`src/rtl/bcd_disp_pkg.sv`:
```
// Shared segment encodings for the BCD seven-segment scanner.
// Segment bit order is {g,f,e,d,c,b,a}. Segments are active-high.
package bcd_disp_pkg;

   typedef logic [6:0] seg_t;

   localparam seg_t SEG_0    = 7'h3F;
   localparam seg_t SEG_1    = 7'h06;
   localparam seg_t SEG_2    = 7'h5B;
   localparam seg_t SEG_3    = 7'h4F;
   localparam seg_t SEG_4    = 7'h66;
   localparam seg_t SEG_5    = 7'h6D;
   localparam seg_t SEG_6    = 7'h7D;
   localparam seg_t SEG_7    = 7'h07;
   localparam seg_t SEG_8    = 7'h7F;
   localparam seg_t SEG_9    = 7'h6F;
   localparam seg_t SEG_DASH = 7'h40;
   localparam seg_t SEG_OFF  = 7'h00;

endpackage

```
`src/rtl/bcd_to_seg.sv`:
```
// Combinational BCD to seven-segment decoder.
// Codes A..F are not valid BCD digits, so they show a dash.
module bcd_to_seg
   import bcd_disp_pkg::*;
(
   input  logic [3:0] code,
   output seg_t       seg
);

   // Look up the segment pattern for one 4-bit code
   always_comb begin
      seg = SEG_DASH;
      case (code)
         4'd0:    seg = SEG_0;
         4'd1:    seg = SEG_1;
         4'd2:    seg = SEG_2;
         4'd3:    seg = SEG_3;
         4'd4:    seg = SEG_4;
         4'd5:    seg = SEG_5;
         4'd6:    seg = SEG_6;
         4'd7:    seg = SEG_7;
         4'd8:    seg = SEG_8;
         4'd9:    seg = SEG_9;
         default: seg = SEG_DASH;
      endcase
   end

endmodule

```
`src/rtl/bcd_digit_scanner.sv`:
```
// Time-multiplexed seven-segment scanner for a bank of BCD digits.
// A value loaded mid-frame waits in a pending register and is copied
// into the display register at the next frame boundary, so a frame
// never mixes digits from two different values.
module bcd_digit_scanner
   import bcd_disp_pkg::*;
#(
   parameter int DIGITS   = 4,
   parameter int PRESCALE = 1000
) (
   input  logic                  clk,
   input  logic                  reset_n,
   input  logic                  load,
   input  logic [4*DIGITS-1:0]   bcd_in,
   input  logic                  blank_lz,
   output logic [6:0]            seg,
   output logic [DIGITS-1:0]     an,
   output logic                  frame_done
);

   localparam int PC_W  = (PRESCALE > 1) ? $clog2(PRESCALE) : 1;
   localparam int IDX_W = (DIGITS > 1) ? $clog2(DIGITS) : 1;
   localparam logic [PC_W-1:0]  PC_LAST  = PC_W'(PRESCALE - 1);
   localparam logic [IDX_W-1:0] IDX_LAST = IDX_W'(DIGITS - 1);

   logic [PC_W-1:0]     pc_q, pc_d;
   logic [IDX_W-1:0]    idx_q, idx_d;
   logic [4*DIGITS-1:0] disp_q, disp_d;
   logic [4*DIGITS-1:0] pend_q, pend_d;
   logic                pvalid_q, pvalid_d;
   seg_t                seg_q, seg_d;
   logic [DIGITS-1:0]   an_q, an_d;
   logic                frame_done_q, frame_done_d;

   logic                tick;
   logic                fb;
   logic [3:0]          cur_code;
   logic                cur_blank;
   logic [DIGITS-1:0]   upper_zero;
   logic                zero_acc;
   seg_t                dec_seg;

   // Prescaler and digit index; the frame boundary is the last tick of the last digit
   always_comb begin
      tick  = (pc_q == PC_LAST);
      fb    = tick && (idx_q == IDX_LAST);
      pc_d  = pc_q + PC_W'(1);
      idx_d = idx_q;
      if (tick) begin
         pc_d  = '0;
         idx_d = (idx_q == IDX_LAST) ? '0 : idx_q + IDX_W'(1);
      end
   end

   // Load capture: a load on the boundary bypasses pend and drops any stale value
   always_comb begin
      disp_d   = disp_q;
      pend_d   = pend_q;
      pvalid_d = pvalid_q;
      if (load && !fb) begin
         pend_d   = bcd_in;
         pvalid_d = 1'b1;
      end else if (load && fb) begin
         disp_d   = bcd_in;
         pvalid_d = 1'b0;
      end else if (fb && pvalid_q) begin
         disp_d   = pend_q;
         pvalid_d = 1'b0;
      end
   end

   // Select the lit digit and decide blanking from the displayed value only
   always_comb begin
      zero_acc   = 1'b1;
      upper_zero = '0;
      cur_code   = 4'd0;
      cur_blank  = 1'b0;
      for (int k = DIGITS - 1; k >= 0; k--) begin
         zero_acc      = zero_acc && (disp_q[4*k +: 4] == 4'd0);
         upper_zero[k] = zero_acc;
      end
      for (int k = 0; k < DIGITS; k++) begin
         if (idx_q == IDX_W'(k)) begin
            cur_code  = disp_q[4*k +: 4];
            cur_blank = (k != 0) && upper_zero[k];
         end
      end
   end

   bcd_to_seg u_dec (
      .code (cur_code),
      .seg  (dec_seg)
   );

   // Output register inputs: segments, one-hot anode and boundary pulse
   always_comb begin
      seg_d        = (blank_lz && cur_blank) ? SEG_OFF : dec_seg;
      frame_done_d = fb;
      an_d         = '0;
      for (int k = 0; k < DIGITS; k++) begin
         an_d[k] = (idx_q == IDX_W'(k));
      end
   end

   // State and output registers, all cleared by the asynchronous reset
   always_ff @(posedge clk or negedge reset_n) begin
      if (!reset_n) begin
         pc_q         <= '0;
         idx_q        <= '0;
         disp_q       <= '0;
         pend_q       <= '0;
         pvalid_q     <= 1'b0;
         seg_q        <= SEG_OFF;
         an_q         <= '0;
         frame_done_q <= 1'b0;
      end else begin
         pc_q         <= pc_d;
         idx_q        <= idx_d;
         disp_q       <= disp_d;
         pend_q       <= pend_d;
         pvalid_q     <= pvalid_d;
         seg_q        <= seg_d;
         an_q         <= an_d;
         frame_done_q <= frame_done_d;
      end
   end

   assign seg        = seg_q;
   assign an         = an_q;
   assign frame_done = frame_done_q;

endmodule
```
`config.mk`:
```
export PLATFORM = sky130hd
export DESIGN_NAME = bcd_digit_scanner
export DESIGN_NICKNAME = d
export VERILOG_FILES = /design/src/rtl/bcd_disp_pkg.sv /design/src/rtl/bcd_to_seg.sv /design/src/rtl/bcd_digit_scanner.sv
export SDC_FILE = /design/constraint.sdc
export NUM_CORES = 1
export LEC_CHECK = 0
export ABC_AREA = 1
export BUFFER_PORTS_ARGS = -buffer_cell sky130_fd_sc_hd__buf_2
export CAP_MARGIN = 15
export CELL_PAD_IN_SITES_DETAIL_PLACEMENT = 1
export CELL_PAD_IN_SITES_GLOBAL_PLACEMENT = 1
export CORE_ASPECT_RATIO = 0.9
export CORE_MARGIN = 2
export CORE_UTILIZATION = 43
export DETAILED_ROUTE_END_ITERATION = 8
export GPL_ROUTABILITY_DRIVEN = 0
export MAX_ROUTING_LAYER = met4
export PLACE_DENSITY_LB_ADDON = 0.12
export RECOVER_POWER = 50
export SLEW_MARGIN = 20
export SYNTH_ARGS = -nofsm -noshare
export SYNTH_HDL_FRONTEND = slang
export SYNTH_SLANG_ARGS = --single-unit
```
`constraint.sdc`:
```
create_clock -name clk -period 2.25 [get_ports clk]
set_input_delay 0.45 -clock clk [delete_from_list [all_inputs] [get_ports clk]]
set_output_delay 0.45 -clock clk [all_outputs]
set_load 0.02 [all_outputs]
```
# ---- Word-level counts from Yosys, hierarchy flattened
# Memory sizes are Yosys's and may differ from the RTL's.
# Index checks and enable logic that the tools add are counted.
dict set report classes {
  eq_ne 4
  mux 15
  reduce_logical 15
  bitwise 1
  add_sub_neg 2
}
# op count
set op_table {}
lappend op_table {{$mux 16} 2}
lappend op_table {{$mux 4} 4}
lappend op_table {{$logic_not 4->1} 3}
lappend op_table {{$add 10x1->10 const B} 1}
lappend op_table {{$eq 10x10->1 const B} 1}
lappend op_table {{$mux 10} 1}
lappend op_table {{$logic_and 1x1->1} 7}
lappend op_table {{$mux 7} 1}
lappend op_table {{$mux 1} 6}
lappend op_table {{$eq 2x2->1 const B} 2}
lappend op_table {{$reduce_bool 3->1} 1}
lappend op_table {{$add 2x1->2 const B} 1}
lappend op_table {{$eq 2x1->1 const B} 1}
lappend op_table {{$logic_not 2->1} 1}
lappend op_table {{$mux 2} 1}
lappend op_table {{$reduce_and 2->1} 1}
lappend op_table {{$reduce_bool 2->1} 1}
lappend op_table {{$logic_not 1->1} 1}
lappend op_table {{$not 1->1} 1}
dict set report totals {
  n_memories 1
  reg_bits 57
  wordCells 46
  inputBits 20
  mem_bits_ro 112
  output_inout_bits 12
}
# memory words word_bits read_ports rd_ports_with_merged_regs wr line
set mem_list {}
lappend mem_list {{(name not given)} 16 7 1 0 0 bcd_to_seg.sv:13} ;# case (code)

# ---- Depth between registers and ports, before layout
# Gate-level depths: netlist of run 1.
dict set report depth {
  ltp_word 8
  depth_mapped 14
  depth_no_buf 14
}

# ---- Cells and area by module
# A second synthesis of run 1 with hierarchy kept.
dict set report unflattened {
  hier_cells 367
  area_unflattened_um2 2891.5
}
# mod seq_area_each_um2 area_each_um2 instances cells_each
set by_module_without_submodules {}
lappend by_module_without_submodules {bcd_digit_scanner 1426.4 2698.8 1 331}
lappend by_module_without_submodules {bcd_to_seg 0.0 192.7 1 36}

# ---- Least setup slack after synthesis of run 1
# No wires, ideal clock.
dict set report synth_path {
  kind {register to register}
  start {register idx_q[0]}
  end {register seg_q[3], in the netlist seg[3]}
  arrival_time_ns 1.789
  n_path_buf 0
  period_less_slack_ns 1.861
  path_slack_ns 0.389
  required_ns 2.178
  path_stages_with_launch 13
  setup_ns 0.072
  cell_sequence {dfrtp_1 inv_1 ha_1 inv_1 nor2_1 nor2_1 nand2_1 o21ai_0 inv_1 ha_1 nor2_1 nor2_1 nor2_1}
}
dict set report synth_via {
  word_cells_on_any_way 14
  cone_classes {3 x eq/ne; 8 x mux; 2 x reduce/logical; 1 x memory}
}
# element line
set synth_rtl {}
lappend synth_rtl {{start: declaration} bcd_digit_scanner.sv:27} ;# logic [IDX_W-1:0] idx_q, idx_d;
lappend synth_rtl {{start signal: assignment} bcd_digit_scanner.sv:118} ;# idx_q <= idx_d;
lappend synth_rtl {{$eq 2x2->1 *} n/a}
lappend synth_rtl {{named net an_d[2]} bcd_digit_scanner.sv:32} ;# logic [DIGITS-1:0] an_q, an_d;
lappend synth_rtl {{$mux 4 / $mux 1 (equally long branches) (2 in a row)} bcd_digit_scanner.sv:83} ;# if (idx_q == IDX_W'(k)) begin
lappend synth_rtl {{$mem_v2 16x7 / $logic_and 1x1->1 (equally long branches)} n/a}
lappend synth_rtl {{$mux 7 *} bcd_digit_scanner.sv:97} ;# seg_d = (blank_lz && cur_blank) ? SEG_OFF : dec_seg;
lappend synth_rtl {{named net seg_d[3]} bcd_digit_scanner.sv:31} ;# seg_t seg_q, seg_d;
lappend synth_rtl {{end signal: assignment} bcd_digit_scanner.sv:122} ;# seg_q <= seg_d;
lappend synth_rtl {{end: declaration} bcd_digit_scanner.sv:31}
# The timed path passes the listed nets; every way through them passes the cells marked *.
# A chain may end at the register's enable or synchronous reset.

# ---- Final worst setup path of run 1
dict set report layout_path {
  start {register idx_q[0]}
  end {register seg_q[3], in the netlist seg[3]}
}
dict set report layout_via {
  word_cells_on_any_way 14
  cone_classes {3 x eq/ne; 8 x mux; 2 x reduce/logical; 1 x memory}
}
# element line
set layout_rtl {}
lappend layout_rtl {{$eq 2x2->1 *} n/a}
lappend layout_rtl {{named net an_d[3]} bcd_digit_scanner.sv:32}
lappend layout_rtl {{$mux 4 / $mux 1 (equally long branches)} bcd_digit_scanner.sv:83}
lappend layout_rtl {{$mem_v2 16x7 / $logic_and 1x1->1 (equally long branches)} n/a}
lappend layout_rtl {{$mux 7 *} bcd_digit_scanner.sv:97}
lappend layout_rtl {{named net seg_d[3]} bcd_digit_scanner.sv:31}
# Marks and branches as above.

==> impl_metrics.env, run 1 <==
export IMPL_status="finished clean"
export IMPL_finish_utilization=0.509
export IMPL_ant_nets=0
export IMPL_finalHoldViolCount=0
export IMPL_synth_distinct_cells=26
export IMPL_grt_pass1_vias=2412
export IMPL_rows=28
export IMPL_maxSlewHeadroom=0.119
export IMPL_slew_violations=0
export IMPL_die_h_um=80.9
export IMPL_synth_edf_count=0
export IMPL_ctsLongestPathBuffers=2
export IMPL_grt_overflow=0
export IMPL_numCtsBuffers=9
export IMPL_drtIter0Drc=75
export IMPL_grt_max_degree=37
export IMPL_pre_cts_ws_ns=0.0180
export IMPL_coreArea_um2=6480
export IMPL_cp_startpoint="idx_q[0]$_DFFE_PN0N_"
export IMPL_firstDrtPassIters=4
export IMPL_hold_class="input pin to register"
export IMPL_maxCapViolations=0
export IMPL_dpl_hpwl_mm=4.71
export IMPL_routed_wl_mm=6.57
export IMPL_post_synth_top_count_cell="nand2_1"
export IMPL_clock_latency_ns=0.34
export IMPL_leakage_nw=1.87
export IMPL_synth_cells=359
export IMPL_grt_usage=0.208
export IMPL_irDropWorstVdd_uv=493
export IMPL_async_flop_share=1.00
export IMPL_fmax_ghz=0.491
export IMPL_finalSetupTns_ns=0
export IMPL_setup_slack_ns=0.213
export IMPL_yosysWarnings=0
export IMPL_drc=0
export IMPL_hp_start="bcd_in[2]"
export IMPL_die_area_um2=7240
export IMPL_cts_tree="done"
export IMPL_n_antenna_cell=0
export IMPL_skew_ns=0.0108
export IMPL_routedWlPerCell_um=13.4
export IMPL_ys_flop_type="dfrtp_1"
export IMPL_yosysTopAreaCell="dfrtp_1"
export IMPL_final_nets=425
export IMPL_start_util=0.436
export IMPL_synthTopCellsByArea="dfrtp_1 50%, nand2_1 16%, inv_1 6.9%, ha_1 4.4%, nand3_1 4.4%"
export IMPL_reg2reg_from="idx_q[0]$_DFFE_PN0N_"
export IMPL_synth_top_area_frac=0.505
export IMPL_design_portCount=32
export IMPL_cp_required_ns=2.52
export IMPL_setup_viol=0
export IMPL_cts_root_buf="clkbuf_8"
export IMPL_seq_area_frac_synth=0.505
export IMPL_cp_max_fo=9
export IMPL_fp_dieW_um=89.4
export IMPL_fin_crit_ns=2.04
export IMPL_grt_first_pass_wirelength_mm=11.0
export IMPL_viasPerCell=4.80
export IMPL_ys_ff_latch=57
export IMPL_synth_common_cells="123 x nand2_1, 57 x dfrtp_1, 52 x inv_1, 33 x nor2_1, 25 x nand3_1"
export IMPL_syn_area_um2=2830
export IMPL_cts_sinks=57
export IMPL_cts_hold_buffers=0
export IMPL_tightest_slew_ns=1.32
export IMPL_cts_max_level=3
export IMPL_postSynthAreaPerCell_um2=7.87
export IMPL_critPathLaunchType="register"
export IMPL_vias=2352
export IMPL_worstSetupPathType="register to register"
export IMPL_synthesis_nets=389
export IMPL_cp_arrival_ns=2.31
export IMPL_grt_setup_unrepaired="false"
export IMPL_fillers=831
export IMPL_area_growth_pct=16.7
export IMPL_powerDensity_nw_per_um2=692
export IMPL_cp_end_kind="register"
export IMPL_antenna_found_initial=0
export IMPL_portBuffers=31
export IMPL_cts_setup_buffers=0
export IMPL_drive_gt1_frac=0.158
export IMPL_fin_crit_sh=0.906
export IMPL_clk_pin_slew_ns=0.07
stage by stage:
step                      std cells  hold slack, ns  instance area [um^2]  total power (W)
final                           490           0.367                  3300          0.00228
after global routing            490           0.378                  3300          0.00239
after CTS                       490          0.0929                  3270          0.00232
after detailed placement        474           0.470                  3080          0.00135
after global placement          474           0.456                  3080          0.00135
after floorplan                 359           0.154                  2830          0.00126
flip-flops by register name, indices dropped and copies added, names as in the netlist:
signal / cells
seg: 7
pvalid_q: 1
an: 4
idx_q: 2
pend_q: 16
pc_q: 10
frame_done: 1
disp_q: 16
area by class of cell:
class,count,area (um^2),share of cell area
sequential,57,1430,0.432
multi-input combinational,237,1170,0.355
inverter,56,210,0.0637
timing repair buffer,34,189,0.0573
clock buffer,13,149,0.0451
tap,90,113,0.0341
clock inverter,3,40.0,0.0121
placed cells by master, fill, tap and decap left out, drive strengths merged, types with 2 or more instances in the layout:
cell / count
nor3b: 2
dfrtp: 57
a21oi: 8
nand3: 27
clkbuf: 14
buf: 33
clkinv: 2
nor3: 2
o21ai: 23
inv: 56
nor2: 35
nand2: 125
ha: 10
layer usage:
| layer | global-route usage | part of all wire | up-vias | wire length [um] |
|---|---|---|---|---|
| met4 | 0.0657 | 0.015 | 0 | 97 |
| met2 | 0.358 | 0.50 | 34 | 3260 |
| met5 | - | 0 | - | 0 |
| met3 | 0.0640 | 0.032 | 10 | 212 |
| met1 | 0.231 | 0.46 | 1137 | 2990 |
| li1 | - | - | 1171 | - |
path summary, 6_finish.rpt:
| kind | cells after the start | slack (ns) | end |
|---|---|---|---|
| setup / recovery | 9 | 0.21 | seg[3]$_DFF_PN0_ |
| hold / removal | 3 | 0.37 | pend_q[2]$_DFFE_PN0P_ |
| setup reg to reg | 9 | 0.21 | seg[3]$_DFF_PN0_ |
| hold reg to reg | 1 | 0.48 | pc_q[0]$_DFF_PN0_ |
| max in group asynchronous | 2 | 1.04 | disp_q[2]$_DFFE_PN0P_ |
| min in group asynchronous | 1 | 0.39 | pc_q[4]$_DFF_PN0_ |
power by group:
group / switching (W) / internal (W)
Combinational: 0.000140 / 0.0000788
Sequential: 0.0000318 / 0.00108
Clock: 0.000410 / 0.000539
cell families (layout without fill, tap and decap cells):
group           after synthesis  after routing  synth area share
xor+xnor                      1              1           0.00310
compound gates               33             33            0.0598
fa+ha+maj                    10             10            0.0443
simple gates                193            193             0.295
flops                        57             57             0.505
buf+inv                      65            106            0.0926
critical path, stage by stage (launching register included):
cell and delay (ns):
dfrtp_1 0.44, ha_2 0.32, inv_1 0.11, or2_2 0.29, nand2_2 0.12, inv_1 0.07, ha_1 0.27, nor2_1 0.16
nor2_1 0.07, nor2_1 0.10
repair_timing:
action | in CTS | in global routing
gates resized for setup | 1 | 10
setup endpoints to repair | 1 | 6
pin swaps | 0 | 0
Power figures use the tool's default switching activity.
==> run 2: changes to the inputs <==
--- a/config.mk
+++ b/config.mk
@@ -6,13 +6,14 @@
 export NUM_CORES = 1
 export LEC_CHECK = 0
 export ABC_AREA = 1
+export ABC_CLOCK_PERIOD_IN_PS = 1750
 export BUFFER_PORTS_ARGS = -buffer_cell sky130_fd_sc_hd__buf_2
 export CAP_MARGIN = 15
 export CELL_PAD_IN_SITES_DETAIL_PLACEMENT = 1
 export CELL_PAD_IN_SITES_GLOBAL_PLACEMENT = 1
 export CORE_ASPECT_RATIO = 0.9
 export CORE_MARGIN = 2
-export CORE_UTILIZATION = 43
+export CORE_UTILIZATION = 39
 export DETAILED_ROUTE_END_ITERATION = 8
 export GPL_ROUTABILITY_DRIVEN = 0
 export MAX_ROUTING_LAYER = met4
==> constraint.sdc (replaced) <==
create_clock -name clk -period 1.75 [get_ports clk]
set_input_delay 0.35 -clock clk [delete_from_list [all_inputs] [get_ports clk]]
set_output_delay 0.35 -clock clk [all_outputs]
set_load 0.02 [all_outputs]
==> impl_metrics.env, run 2 (same netlist as run 1, synthesis figures left out) <==
export IMPL_coreArea_um2=7040
export IMPL_fillers=882
export IMPL_finalSetupTns_ns=-0.142
export IMPL_whs_ns=0.284
export IMPL_final_cell_mix="115 x nand2_1, 56 x dfrtp_1, 45 x inv_1, 31 x buf_2, 28 x nor2_1"
export IMPL_skew_ns=0.00805
export IMPL_cp_required_ns=2.01
export IMPL_final_nets=452
export IMPL_die_area_um2=7940
export IMPL_slew_violations=0
export IMPL_ctsLongestPathBuffers=2
export IMPL_setup_viol=5
export IMPL_worst_r2r_path_depth=12
export IMPL_grt_max_degree=58
export IMPL_cp_arrival_ns=2.05
export IMPL_worstSetupPathType="register to register"
export IMPL_status="finished with violations"
export IMPL_irDropWorstVdd_uv=445
export IMPL_ant_nets=0
export IMPL_maxCapViolations=0
export IMPL_grt_overflow=0
export IMPL_firstDrtPassIters=4
export IMPL_portBuffers=31
export IMPL_cp_max_fo=4
export IMPL_fin_crit_ns=1.79
export IMPL_fmax_ghz=0.558
export IMPL_failed_checks="negative setup slack"
export IMPL_p_comb_frac=0.111
export IMPL_critPathLaunchType="register"
export IMPL_cts_tree="done"
export IMPL_n_antenna_cell=0
export IMPL_powerDensity_nw_per_um2=786
export IMPL_fin_crit_sh=1.02
export IMPL_p_switching_w=0.000730
export IMPL_leakage_nw=2.01
export IMPL_switching_share=0.255
export IMPL_die_h_um=84.7
export IMPL_pre_cts_ws_ns=-0.200
export IMPL_clk_pin_slew_ns=0.07
export IMPL_drtIter0Drc=66
export IMPL_setup_slack_ns=-0.0408
export IMPL_dpl_hpwl_mm=4.57
export IMPL_rows=29
export IMPL_p_seq_frac=0.501
export IMPL_cts_root_buf="clkbuf_8"
export IMPL_area_growth_pct=28.8
export IMPL_start_util=0.401
export IMPL_finish_utilization=0.517
export IMPL_antenna_found_initial=0
export IMPL_drive_gt1_frac=0.284
export IMPL_design_portCount=32
export IMPL_p_int_w=0.00213
export IMPL_numCtsBuffers=9
export IMPL_hold_class="input pin to register"
export IMPL_clock_latency_ns=0.33
export IMPL_cts_sinks=57
export IMPL_grt_first_pass_wirelength_mm=11.6
export IMPL_drc=0
export IMPL_p_clk_frac=0.388
export IMPL_fp_dieW_um=93.7
export IMPL_instances_no_fill=519
export IMPL_routed_wl_mm=6.72
export IMPL_tightest_slew_ns=1.40
export IMPL_cts_max_level=3
export IMPL_vias=2388
export IMPL_viasPerCell=4.60
export IMPL_mostFrequentLayoutCell="nand2_1"
export IMPL_cts_hold_buffers=0
export IMPL_post_place_cells=497
export IMPL_maxSlewHeadroom=0.0640
export IMPL_hold_path_cell_count=3
export IMPL_routedWlPerCell_um=12.9
export IMPL_cp_end_kind="register"
export IMPL_grt_usage=0.194
export IMPL_grt_setup_unrepaired="true"
export IMPL_grt_pass1_vias=2469
export IMPL_finalHoldViolCount=0
export IMPL_largestRegisters="disp_q: 16 flops, pend_q: 16 flops, pc_q: 10 flops"
==> run 2: cell count changes in the layout (fill, tap and decap cells not counted), moves of 4 or more <==
cell / previous run / this run
clkbuf_1: 4 / 0
buf_4: 2 / 25
nand2_2: 2 / 8
inv_2: 5 / 9
nand2_1: 122 / 115
nor2_1: 33 / 28
ha_1: 7 / 1
inv_1: 51 / 45
==> run 2: power groups by stage <==
| stage | clock [W] | combinational [W] | sequential [W] |
|---|---|---|---|
| 2_1_floorplan | 0 | 0.000155 | 0.00147 |
| 3_3_place_gp | 0 | 0.000291 | 0.00145 |
| 3_5_place_dp | 0 | 0.000300 | 0.00146 |
| 4_1_cts | 0.00116 | 0.000316 | 0.00143 |
| 5_1_grt | 0.00122 | 0.000368 | 0.00144 |
| 6_report | 0.00111 | 0.000318 | 0.00143 |
==> run 2: critical path, stage by stage (launching register included) <==
cell     delay, ns
dfrtp_2       0.47
ha_4          0.20
inv_4         0.07
nor2_4        0.04
nor2_2        0.08
nand2_1       0.07
nand2_1       0.07
nand2_2       0.09
buf_4         0.16
ha_2          0.17
nor2_1        0.11
nor2_1        0.06
nor2_1        0.11
==> run 2: worst paths after layout <==
path / from / end / slack (ns)
setup / recovery: idx_q[0]$_DFFE_PN0N_ / seg[0]$_DFF_PN0_ / -0.04
hold / removal: bcd_in[2] / pend_q[2]$_DFFE_PN0P_ / 0.28
setup reg to reg: idx_q[0]$_DFFE_PN0N_ / seg[0]$_DFF_PN0_ / -0.04
hold reg to reg: pend_q[1]$_DFFE_PN0P_ / pend_q[1]$_DFFE_PN0P_ / 0.49
max in group asynchronous: reset_n / idx_q[0]$_DFFE_PN0N_ / 0.37
min in group asynchronous: reset_n / seg[5]$_DFF_PN0_ / 0.43
==> run 2: layer usage <==
metal  vias to the layer above  part of all wire  global-route usage
li1                       1216                 -                   -
met1                      1125              0.46               0.227
met2                        39              0.49               0.319
met3                         8             0.036              0.0601
met4                         0             0.012              0.0606
met5                         -                 0                   -
==> run 2: cell type report <==
| cell class | instances | area, um^2 | share of cell area |
|---|---|---|---|
| inverter | 56 | 215 | 0.0591 |
| timing repair buffer | 61 | 419 | 0.115 |
| clock inverter | 3 | 15.0 | 0.00413 |
| multi-input combinational | 237 | 1280 | 0.352 |
| tap | 93 | 116 | 0.0320 |
| clock buffer | 12 | 165 | 0.0454 |
| sequential | 57 | 1430 | 0.392 |
==> run 2: per-stage QoR <==
step	area, um^2	total power, W
after floorplan	2840	0.00162
after global placement	3280	0.00175
after detailed placement	3280	0.00176
after CTS	3580	0.00290
after global routing	3640	0.00303
final	3640	0.00286
==> run 2: repair_timing <==
action                     4_1_cts  5_1_grt
gates resized for setup         27       14
buffers inserted                 4        3
setup endpoints to repair        7        7
pin swaps                       12       15
==> run 3: changes to the inputs <==
--- a/config.mk
+++ b/config.mk
@@ -6,7 +6,7 @@
 export NUM_CORES = 1
 export LEC_CHECK = 0
 export ABC_AREA = 1
-export ABC_CLOCK_PERIOD_IN_PS = 1750
+export ABC_CLOCK_PERIOD_IN_PS = 1500
 export BUFFER_PORTS_ARGS = -buffer_cell sky130_fd_sc_hd__buf_2
 export CAP_MARGIN = 15
 export CELL_PAD_IN_SITES_DETAIL_PLACEMENT = 1
==> constraint.sdc (replaced) <==
create_clock -name clk -period 1.5 [get_ports clk]
set_input_delay 0.3 -clock clk [delete_from_list [all_inputs] [get_ports clk]]
set_output_delay 0.3 -clock clk [all_outputs]
set_load 0.02 [all_outputs]
==> impl_metrics.env, run 3 (same netlist as run 1, synthesis figures left out) <==
export IMPL_path_cells="ha_4 > buf_4 > buf_4 > a21oi_2 > nand2_1 > nand2_2 > nand2_4 > buf_4 > nand2_2 > nand2_1 > nor2_1 > nor2_1"
export IMPL_design_portCount=32
export IMPL_status="finished with violations"
export IMPL_numCtsBuffers=9
export IMPL_reg2reg_from="idx_q[0]$_DFFE_PN0N_"
export IMPL_drtIter0Drc=88
export IMPL_n_antenna_cell=0
export IMPL_setup_viol=48
export IMPL_p_switching_w=0.00108
export IMPL_fin_crit_ns=1.88
export IMPL_mostFrequentLayoutCell="nand2_1"
export IMPL_cp_max_fo=4
export IMPL_met2_usage=0.444
export IMPL_tightest_slew_ns=0.877
export IMPL_hold_class="input pin to register"
export IMPL_largestRegisters="disp_q: 16 flops, pend_q: 16 flops, pc_q: 10 flops"
export IMPL_maxCapViolations=0
export IMPL_drc=0
export IMPL_routedWlPerCell_um=19.6
export IMPL_cp_arrival_ns=2.12
export IMPL_final_area_um2=4650
export IMPL_p_int_w=0.00281
export IMPL_critPathLaunchType="register"
export IMPL_failed_checks="negative setup slack"
export IMPL_clk_pin_slew_ns=0.07
export IMPL_cts_max_level=3
export IMPL_powerDensity_nw_per_um2=837
export IMPL_cts_sinks=57
export IMPL_crit_path_max_incr_delay_ns=0.47
export IMPL_leakage_nw=2.35
export IMPL_final_cell_mix="71 x nand2_1, 55 x dfrtp_1, 42 x buf_4, 41 x inv_1, 31 x buf_2"
export IMPL_irDropWorstVdd_uv=515
export IMPL_fp_dieW_um=93.7
export IMPL_p_comb_frac=0.156
export IMPL_worst_r2r_path_depth=12
export IMPL_cp_required_ns=1.74
export IMPL_maxSlewHeadroom=0.415
export IMPL_finalHoldViolCount=0
export IMPL_grt_max_degree=39
export IMPL_fin_crit_sh=1.25
export IMPL_viasPerCell=5.11
export IMPL_ctsLongestPathBuffers=2
export IMPL_gr_max_usage_layer="met2"
export IMPL_area_growth_pct=64.7
export IMPL_p_seq_frac=0.435
export IMPL_vias=2832
export IMPL_switching_share=0.278
export IMPL_slew_violations=0
export IMPL_die_area_um2=7940
export IMPL_grt_setup_unrepaired="true"
export IMPL_final_nets=487
export IMPL_portBuffers=31
export IMPL_dpl_hpwl_mm=4.91
export IMPL_r2r_slack_ns=-0.38
export IMPL_post_place_cells=508
export IMPL_grt_usage=0.244
export IMPL_ant_nets=0
export IMPL_antenna_found_initial=0
export IMPL_clock_latency_ns=0.36
export IMPL_grt_first_pass_wirelength_mm=14.2
export IMPL_hold_path_cell_count=3
export IMPL_place_area_um2=3450
export IMPL_rows=29
export IMPL_hp_start="bcd_in[13]"
export IMPL_skew_ns=0.0109
export IMPL_drive_gt1_frac=0.529
export IMPL_routed_wl_mm=10.9
export IMPL_firstDrtPassIters=4
export IMPL_grt_met1_usage=0.270
export IMPL_reg2reg_to="seg[4]$_DFF_PN0_"
export IMPL_grt_pass1_vias=2891
export IMPL_die_h_um=84.7
export IMPL_instances_no_fill=554
export IMPL_grt_overflow=0
export IMPL_worstSetupPathType="register to register"
export IMPL_cpMaxStageDelayCell="dfrtp_2"
export IMPL_seq_area_um2=1430
export IMPL_finish_utilization=0.661
export IMPL_cts_root_buf="clkbuf_8"
export IMPL_crit_top_cell="buf_4"
export IMPL_cts_tree="done"
export IMPL_coreArea_um2=7040
export IMPL_cp_end_kind="register"
export IMPL_start_util=0.401
export IMPL_setup_slack_ns=-0.376
export IMPL_finalSetupTns_ns=-7.79
export IMPL_whs_ns=0.207
export IMPL_p_clk_frac=0.408
export IMPL_fmax_ghz=0.533
export IMPL_fillers=777
export IMPL_multi_input_area_um2=1800
export IMPL_whs_endpoint="pend_q[13]$_DFFE_PN0P_"
export IMPL_met3_usage=0.0431
run 3: cell count changes in the layout (fill, tap and decap cells not counted), moves of 17 or more:
cell     before  now
buf_4        25   42
nand2_1     115   71
nand2_2       8   27
nand2_4       2   25
nand3_1      24    7
o21ai_2       0   18
run 3: per-stage QoR:
stage	setup WS, ns	power (W)
floorplan	-0.159	0.00190
global placement	-0.220	0.00207
detailed placement	-0.317	0.00208
CTS	-0.254	0.00375
global route	-0.525	0.00404
finish	-0.376	0.00389
run 3: repair_timing:
item                                   4_1_cts  5_1_grt
hold buffers                                 1        0
setup buffers                               16       11
pin swaps                                   38       31
cloned                                       4        1
endpoints found under the hold margin       57        0
setup endpoints to repair                   40       43
resized for setup                           86       99
run 3: how the worst max path moves through the flow:
stage                               from          endpoint  slack [ns]
finish              idx_q[0]$_DFFE_PN0N_  seg[4]$_DFF_PN0_       -0.38
global route        idx_q[1]$_DFFE_PN0N_  seg[5]$_DFF_PN0_       -0.52
CTS                 idx_q[0]$_DFFE_PN0N_  seg[4]$_DFF_PN0_       -0.25
detailed placement  idx_q[1]$_DFFE_PN0N_  seg[3]$_DFF_PN0_       -0.32
global placement    idx_q[0]$_DFFE_PN0N_  seg[3]$_DFF_PN0_       -0.22
floorplan           idx_q[0]$_DFFE_PN0N_  seg[5]$_DFF_PN0_       -0.16
run 3: power groups by stage:
stage                     clock (W)  combinational, W  sequential [W]
final                       0.00159          0.000608         0.00169
after global routing        0.00167          0.000662         0.00170
after CTS                   0.00159          0.000479         0.00168
after detailed placement          0          0.000377         0.00170
after global placement            0          0.000367         0.00170
after floorplan                   0          0.000189         0.00172
run 3: per-layer routing:
metal,part of all wire,up-vias,wire [um]
li1,-,1299,-
met3,0.031,32,337
met2,0.54,69,5840
met5,0,-,0
met4,0.037,0,403
met1,0.40,1432,4300
run 3: worst max-delay path: cells and delay by family (launching register included):
kind	cells	cell delay [ns]
adder cells (fa/ha/maj)	1	0.20
AND/OR/NAND/NOR	7	0.56
AO/OA/AOI/OAI	1	0.12
flip-flops	1	0.47
buffers and inverters	3	0.41
run 3: final cells by class:
cell class	count	share of cell area
well taps	93	0.0250
repair buffers	96	0.182
clock inverters	2	0.00753
flip-flops and latches	57	0.307
clock buffers	13	0.0385
inverters	56	0.0522
multi-input cells	237	0.387
